File: src/rtl/ex_alu_stage_pkg.sv
// ALU control encodings and the EX/MEM entry layout shared by the execute stage.
// Codes must track the decode-side ALU control exactly.
package alu_pkg;
  localparam int ALU_W = 32;

  localparam logic [4:0] ALU_ADD  = 5'd0;
  localparam logic [4:0] ALU_ADDU = 5'd1;
  localparam logic [4:0] ALU_SUB  = 5'd2;
  localparam logic [4:0] ALU_SUBU = 5'd3;
  localparam logic [4:0] ALU_AND  = 5'd4;
  localparam logic [4:0] ALU_OR   = 5'd5;
  localparam logic [4:0] ALU_XOR  = 5'd6;
  localparam logic [4:0] ALU_NOR  = 5'd7;
  localparam logic [4:0] ALU_SLT  = 5'd8;
  localparam logic [4:0] ALU_SLTU = 5'd9;
  localparam logic [4:0] ALU_SLL  = 5'd10;
  localparam logic [4:0] ALU_SRL  = 5'd11;
  localparam logic [4:0] ALU_SRA  = 5'd12;
  localparam logic [4:0] ALU_SLC  = 5'd13;
  localparam logic [4:0] ALU_LUI  = 5'd14;

  typedef struct packed {
    logic [ALU_W-1:0] result;
    logic [4:0]       rd;
    logic             wreg;
    logic             ovf;
  } ex_entry_t;
endpackage

File: src/rtl/ex_alu_stage_if.sv
// ID/EX request side and EX/MEM response side of the execute stage.
// The stage itself connects through the slave modport.
interface ex_alu_stage_if #(parameter int DATA_W = 32);
  logic              in_valid;
  logic              in_ready;
  logic [4:0]        in_aluc;
  logic [DATA_W-1:0] in_a;
  logic [DATA_W-1:0] in_b;
  logic [4:0]        in_rd;
  logic              in_wreg;
  logic              flush;
  logic              out_valid;
  logic              out_ready;
  logic [DATA_W-1:0] out_result;
  logic [4:0]        out_rd;
  logic              out_wreg;
  logic              out_ovf;
  logic              out_zero;

  modport slave (
    input  in_valid, in_aluc, in_a, in_b, in_rd, in_wreg, flush, out_ready,
    output in_ready, out_valid, out_result, out_rd, out_wreg, out_ovf, out_zero
  );

  modport master (
    output in_valid, in_aluc, in_a, in_b, in_rd, in_wreg, flush, out_ready,
    input  in_ready, out_valid, out_result, out_rd, out_wreg, out_ovf, out_zero
  );
endinterface

File: src/rtl/ex_alu_stage_core.sv
// Combinational ALU: result and signed-overflow flag from a, b and aluc.
// For shifts, a carries the shift amount and b the value being shifted.
module alu_core
  import alu_pkg::*;
#(
  parameter int DATA_W = 32
) (
  input  logic [DATA_W-1:0] a,
  input  logic [DATA_W-1:0] b,
  input  logic [4:0]        aluc,
  output logic [DATA_W-1:0] result,
  output logic              ovf
);
  localparam int SA_W = $clog2(DATA_W);

  logic [SA_W-1:0]     sa;
  logic [DATA_W-1:0]   sum;
  logic [DATA_W-1:0]   diff;
  logic [2*DATA_W-1:0] rot;

  assign sa   = a[SA_W-1:0];
  assign sum  = a + b;
  assign diff = a - b;
  // Rotate left: the upper half of {b,b} shifted left holds b rotated by sa.
  assign rot  = {b, b} << sa;

  always_comb begin
    result = '0;
    ovf    = 1'b0;
    case (aluc)
      ALU_ADD: begin
        result = sum;
        ovf    = (a[DATA_W-1] == b[DATA_W-1]) && (sum[DATA_W-1] != a[DATA_W-1]);
      end
      ALU_ADDU: result = sum;
      ALU_SUB: begin
        result = diff;
        ovf    = (a[DATA_W-1] != b[DATA_W-1]) && (diff[DATA_W-1] != a[DATA_W-1]);
      end
      ALU_SUBU: result = diff;
      ALU_AND:  result = a & b;
      ALU_OR:   result = a | b;
      ALU_XOR:  result = a ^ b;
      ALU_NOR:  result = ~(a | b);
      ALU_SLT:  result = {{(DATA_W-1){1'b0}}, ($signed(a) < $signed(b))};
      ALU_SLTU: result = {{(DATA_W-1){1'b0}}, (a < b)};
      ALU_SLL:  result = b << sa;
      ALU_SRL:  result = b >> sa;
      ALU_SRA:  result = $signed(b) >>> sa;
      ALU_SLC:  result = rot[2*DATA_W-1:DATA_W];
      ALU_LUI:  result = b << 16;
      default:  result = '0;
    endcase
  end
endmodule

File: src/rtl/ex_alu_stage.sv
// Registered execute stage: ALU result held in EX/MEM register M with a one-entry skid S.
// in_ready is a pure register output (!S valid), so a MEM stall never reaches ID combinationally.
module ex_alu_stage
  import alu_pkg::*;
#(
  parameter int DATA_W = ALU_W
) (
  input  logic                 clk,
  input  logic                 rst_n,
  ex_alu_stage_if.slave        bus
);
  ex_entry_t         m_q, s_q, new_entry;
  logic              m_vld, s_vld;
  logic              accept, issue;
  logic [DATA_W-1:0] alu_result;
  logic              alu_ovf;

  alu_core #(.DATA_W(DATA_W)) u_core (
    .a      (bus.in_a),
    .b      (bus.in_b),
    .aluc   (bus.in_aluc),
    .result (alu_result),
    .ovf    (alu_ovf)
  );

  // A trapping op still records its result but must not write back.
  assign new_entry = '{result: alu_result, rd: bus.in_rd,
                       wreg: bus.in_wreg & ~alu_ovf, ovf: alu_ovf};

  assign accept = bus.in_valid && !s_vld;
  assign issue  = m_vld && bus.out_ready;

  always_ff @(posedge clk or negedge rst_n) begin
    if (!rst_n) begin
      m_vld <= 1'b0;
      s_vld <= 1'b0;
      m_q   <= '0;
      s_q   <= '0;
    end else if (bus.flush) begin
      m_vld <= 1'b0;
      s_vld <= 1'b0;
    end else if (issue && s_vld) begin
      m_q   <= s_q;
      s_vld <= 1'b0;
    end else if (accept && (!m_vld || issue)) begin
      m_q   <= new_entry;
      m_vld <= 1'b1;
    end else if (accept) begin
      s_q   <= new_entry;
      s_vld <= 1'b1;
    end else if (issue) begin
      m_vld <= 1'b0;
    end
  end

  assign bus.in_ready   = !s_vld;
  assign bus.out_valid  = m_vld;
  assign bus.out_result = m_q.result;
  assign bus.out_rd     = m_q.rd;
  assign bus.out_wreg   = m_q.wreg;
  assign bus.out_ovf    = m_q.ovf;
  assign bus.out_zero   = (m_q.result == '0);
endmodule

File: src/flat_wrapper.sv
// flat-port wrapper written by rule: the top's interface ports become plain ports
module ex_alu_stage_flat import alu_pkg::*;
#(
  parameter int DATA_W = ALU_W
)
  (clk, rst_n, bus_in_valid, bus_in_aluc, bus_in_a, bus_in_b, bus_in_rd, bus_in_wreg, bus_flush, bus_out_ready, bus_in_ready, bus_out_valid, bus_out_result, bus_out_rd, bus_out_wreg, bus_out_ovf, bus_out_zero);
  ex_alu_stage_if #(.DATA_W(DATA_W)) bus_i ();
  input  logic clk;
  input  logic rst_n;
  input wire logic [$bits(bus_i.in_valid)-1:0] bus_in_valid;
  input wire logic [$bits(bus_i.in_aluc)-1:0] bus_in_aluc;
  input wire logic [$bits(bus_i.in_a)-1:0] bus_in_a;
  input wire logic [$bits(bus_i.in_b)-1:0] bus_in_b;
  input wire logic [$bits(bus_i.in_rd)-1:0] bus_in_rd;
  input wire logic [$bits(bus_i.in_wreg)-1:0] bus_in_wreg;
  input wire logic [$bits(bus_i.flush)-1:0] bus_flush;
  input wire logic [$bits(bus_i.out_ready)-1:0] bus_out_ready;
  output wire logic [$bits(bus_i.in_ready)-1:0] bus_in_ready;
  output wire logic [$bits(bus_i.out_valid)-1:0] bus_out_valid;
  output wire logic [$bits(bus_i.out_result)-1:0] bus_out_result;
  output wire logic [$bits(bus_i.out_rd)-1:0] bus_out_rd;
  output wire logic [$bits(bus_i.out_wreg)-1:0] bus_out_wreg;
  output wire logic [$bits(bus_i.out_ovf)-1:0] bus_out_ovf;
  output wire logic [$bits(bus_i.out_zero)-1:0] bus_out_zero;
  assign bus_i.in_valid = bus_in_valid;
  assign bus_i.in_aluc = bus_in_aluc;
  assign bus_i.in_a = bus_in_a;
  assign bus_i.in_b = bus_in_b;
  assign bus_i.in_rd = bus_in_rd;
  assign bus_i.in_wreg = bus_in_wreg;
  assign bus_i.flush = bus_flush;
  assign bus_i.out_ready = bus_out_ready;
  assign bus_in_ready = bus_i.in_ready;
  assign bus_out_valid = bus_i.out_valid;
  assign bus_out_result = bus_i.out_result;
  assign bus_out_rd = bus_i.out_rd;
  assign bus_out_wreg = bus_i.out_wreg;
  assign bus_out_ovf = bus_i.out_ovf;
  assign bus_out_zero = bus_i.out_zero;
  ex_alu_stage #(.DATA_W(DATA_W)) u_core (.clk(clk), .rst_n(rst_n), .bus(bus_i));
endmodule
File: config.mk
export PLATFORM = sky130hd
export DESIGN_NAME = ex_alu_stage_flat
export DESIGN_NICKNAME = d
export VERILOG_FILES = /design/src/rtl/ex_alu_stage_pkg.sv /design/src/rtl/ex_alu_stage_if.sv /design/src/rtl/ex_alu_stage_core.sv /design/src/rtl/ex_alu_stage.sv /design/src/flat_wrapper.sv
export SDC_FILE = /design/constraint.sdc
export NUM_CORES = 1
export LEC_CHECK = 0
export ABC_CLOCK_PERIOD_IN_PS = 3700
export CAP_MARGIN = 20
export CORE_ASPECT_RATIO = 1.75
export CORE_MARGIN = 5
export CORE_UTILIZATION = 40
export DETAILED_ROUTE_END_ITERATION = 8
export PLACE_DENSITY = 0.67
export SYNTH_ARGS = -nofsm -noshare
export SYNTH_HDL_FRONTEND = slang
export SYNTH_SLANG_ARGS = --single-unit
File: constraint.sdc
create_clock -name clk -period 3.7 [get_ports clk]
set_input_delay 0.74 -clock clk [delete_from_list [all_inputs] [get_ports clk]]
set_output_delay 0.74 -clock clk [all_outputs]
set_load 0.01 [all_outputs]
==> summary.txt <==
GRT
  – First-pass GRT wire length: 103 mm
  – Total congestion overflow: 0
  – Vias in the first global route: 16600
  – Initial antenna violation count: 0
  – Largest net degree at the start of global routing: 81
  – GRT Total Usage: 36.3%

Place
  – Placed inst area: ~18000 um^2
  – Setup WS pre-CTS: -657 ps
  – Global placement routability congestion: roughly 1.1
  – Hpwl dp: between 50 and 60 mm
  – Placed Cells: 2690
  – Buffers added on ports: between 100 and 150

Detailed routing
  – Via Count: between 15000 and 20000
  – WL per Instance: around 26 um
  – DR iter-0 viols: 1838
  – Final wirelength: between 70 and 80 mm
  – Remaining DRCs: 0
  – Router iterations before antenna repair: 6
  – Drt via density: between 6 and 7
  – Routed Antenna Nets: 0

Yosys
  – Async S/R FF share, synth: 100%
  – Ys flop type: dfrtp_1
  – Post-synth cell types: 90
  – Syn_nets: 2016
  – Warnings from Yosys: 0
  – Avg Cell Area, Syn: approximately 7.4 um^2
  – #FFs+latches synth: 80
  – EDFF count, synth: 0
  – Register area share after synthesis: 14.7%
  – Synthesized area: 13600 um^2
  – Cells after synthesis: 1829

Finish
  – Nets@finish: roughly 2400
  – Area grow syn2layout: 41.2%
  – Final instance area: approximately 19000 um^2
  – Most frequent cells in the layout: 428 x buf_4, 209 x nand2_1, 203 x nor2_1, 163 x a21oi_1, 139 x o21ai_0
  – Most common cell after layout, fill and taps aside: buf_4
  – Inserted Diodes: 0
  – Share of layout cells above drive strength 1: 30.5%
  – Final cell count without fillers: 2716
  – Final Util: 57.1%

Power and ir drop
  – Worst vdd rail ir drop: about 0.23 mV
  – PwrDens: 255 nW/um^2
  – Lkg Pwr: between 8 and 9 nW

Setup path
  – Critical path endpoint category: register
  – Reg2reg setup slack: 1130 ps
  – Crit start category: input pin
  – Critical path type: input pin to register
  – Worst EP arrival: around 3900 ps
  – Worst-path maximum fanout: 8
  – Critical path required time: 3920 ps

CTS
  – Cts hold-fix bufs: 0
  – Root buffer cell: clkbuf_16
  – CTS buffer count: 9
  – Bufs on Longest Clock Path: 2
  – Worst-path clk slew: around 60 ps
  – CTS tree: done
  – Clock Latency Late Sink: approximately 340 ps
  – Clock sink count: 80
  – H-tree Lvls: 3

Worst hold path
  – Hold WC Path Type: input pin to async pin

STA
  – Skew final: about 4.3 ps
  – Least-Margin Pin Slew: 779 ps
  – Final WS setup: approximately 45 ps
  – Rel. slew slack: a little under half
  – Final hold viol count: 0
  – FMAX: approximately 270 MHz
  – Final period util: just under 100%
  – Crit path time final: approximately 3700 ps
  – Post-Route Setup TNS: 0 ps
  – Slew Limit Fails: 0
  – Final setup viols: 0

Die
  – Core Box Area: 33600 um^2
  – Starting Density: between 40% and 50%
  – Die W: about 150 um
  – Row Count: ~90
  – Die area: about 38000 um^2
  – Ports: between 100 and 150
  – Vert. Die Dim: about 250 um

Run
  – Maxcap violations: 0

Run status
  – Status: finished, final reports clean
## final timing paths
kind                                       from                        end  cells after the start
min in group clk                 u_core.s_q[12]             u_core.s_q[12]                      2
setup / recovery                   bus_in_b[23]  u_core.bus.out_result[12]                     12
setup reg to reg           u_core.bus.out_valid   u_core.bus.out_result[0]                      7
hold / removal                            rst_n             u_core.s_q[30]                      1
hold reg to reg                  u_core.s_q[12]             u_core.s_q[12]                      2
max in group asynchronous                 rst_n   u_core.bus.out_result[1]                      2
## cells in the mapped netlist, drive strengths merged, types with 10 or more instances
cell type,number,area share (%)
buf,58,2.3
nor2b,12,0.55
o21a,11,0.61
a31oi,32,1.5
o31ai,16,0.96
nand2b,14,0.64
nor2,205,5.7
inv,103,2.8
mux4,72,12
o211ai,25,1.4
nand2,211,5.8
o22ai,16,0.74
ha,105,9.7
a221oi,19,1.4
nor4,15,0.69
a21oi,173,6.5
mux2i,63,4.6
xnor2,24,1.5
clkbuf,97,2.7
mux2,14,1.2
a22oi,12,0.66
dfrtp,80,15
a21o,15,0.83
nand3,38,1.4
o21ai,176,6.5
and3,10,0.46
a211oi,19,1.0
nor3,50,1.9
## metrics by stage
| step | power [mW] | hold WS (ps) |
|---|---|---|
| after floorplan | 2.48 | 439 |
| after global placement | 3.80 | 450 |
| after detailed placement | 3.84 | 464 |
| after CTS | 4.75 | 478 |
| after global routing | 5.13 | 200 |
| final | 4.90 | 200 |
## repair_timing
action                     in CTS  in global routing
setup buffers                   1                  8
gates resized for setup        23                113
setup endpoints to repair      44                 42
pin swaps                       6                 33
## worst max-delay path, cell delays in order
cell	delay (ps)
clkdlybuf4s50_1	560
buf_4	260
mux4_2	490
mux4_2	460
a222oi_1	380
buf_4	220
nor2_1	50
a221oi_2	220
a31oi_1	110
buf_4	170
a21oi_1	130
o21ai_1	70
## cells by family after synthesis
group	synth area share [%]
fa+ha+maj	9.95
flops	14.7
mux	17.7
compound gates	28.7
xor+xnor	1.80
buf+inv	7.82
simple gates	19.3
## state kept, by name, indices dropped and copies added (netlist names)
register               cells
u_core.s_q                39
u_core.bus.out_result     32
u_core.bus.out_rd          5
u_core.bus.out_ovf         1
u_core.bus.out_valid       1
u_core.bus.out_wreg        1
u_core.s_vld               1
## metal layers
layer | track usage [%] | vias up | wire length (um)
met5 | 0 | - | 0
met2 | 58.9 | 1083 | 32800
met1 | 38.2 | 8058 | 23100
met3 | 6.30 | 417 | 5950
li1 | - | 7565 | -
met4 | 37.4 | 0 | 9370
## layout make-up
cell class              count  area, um^2
flip-flops and latches     80        2000
fillers                  3214       14400
repair buffers            571        4820
multi-input cells        1490       11100
clock buffers              12         246
well taps                 455         569
inverters                 104         395
clock inverters             4        51.3
## where the power goes
group	internal [mW]	switching [mW]	leakage (nW)	total (mW)
combinational	1.32	1.54	7.34	2.87
clock	0.543	0.353	0.143	0.895
sequential	1.03	0.114	1.02	1.14
Note: power is estimated with default switching activity, not from simulation.
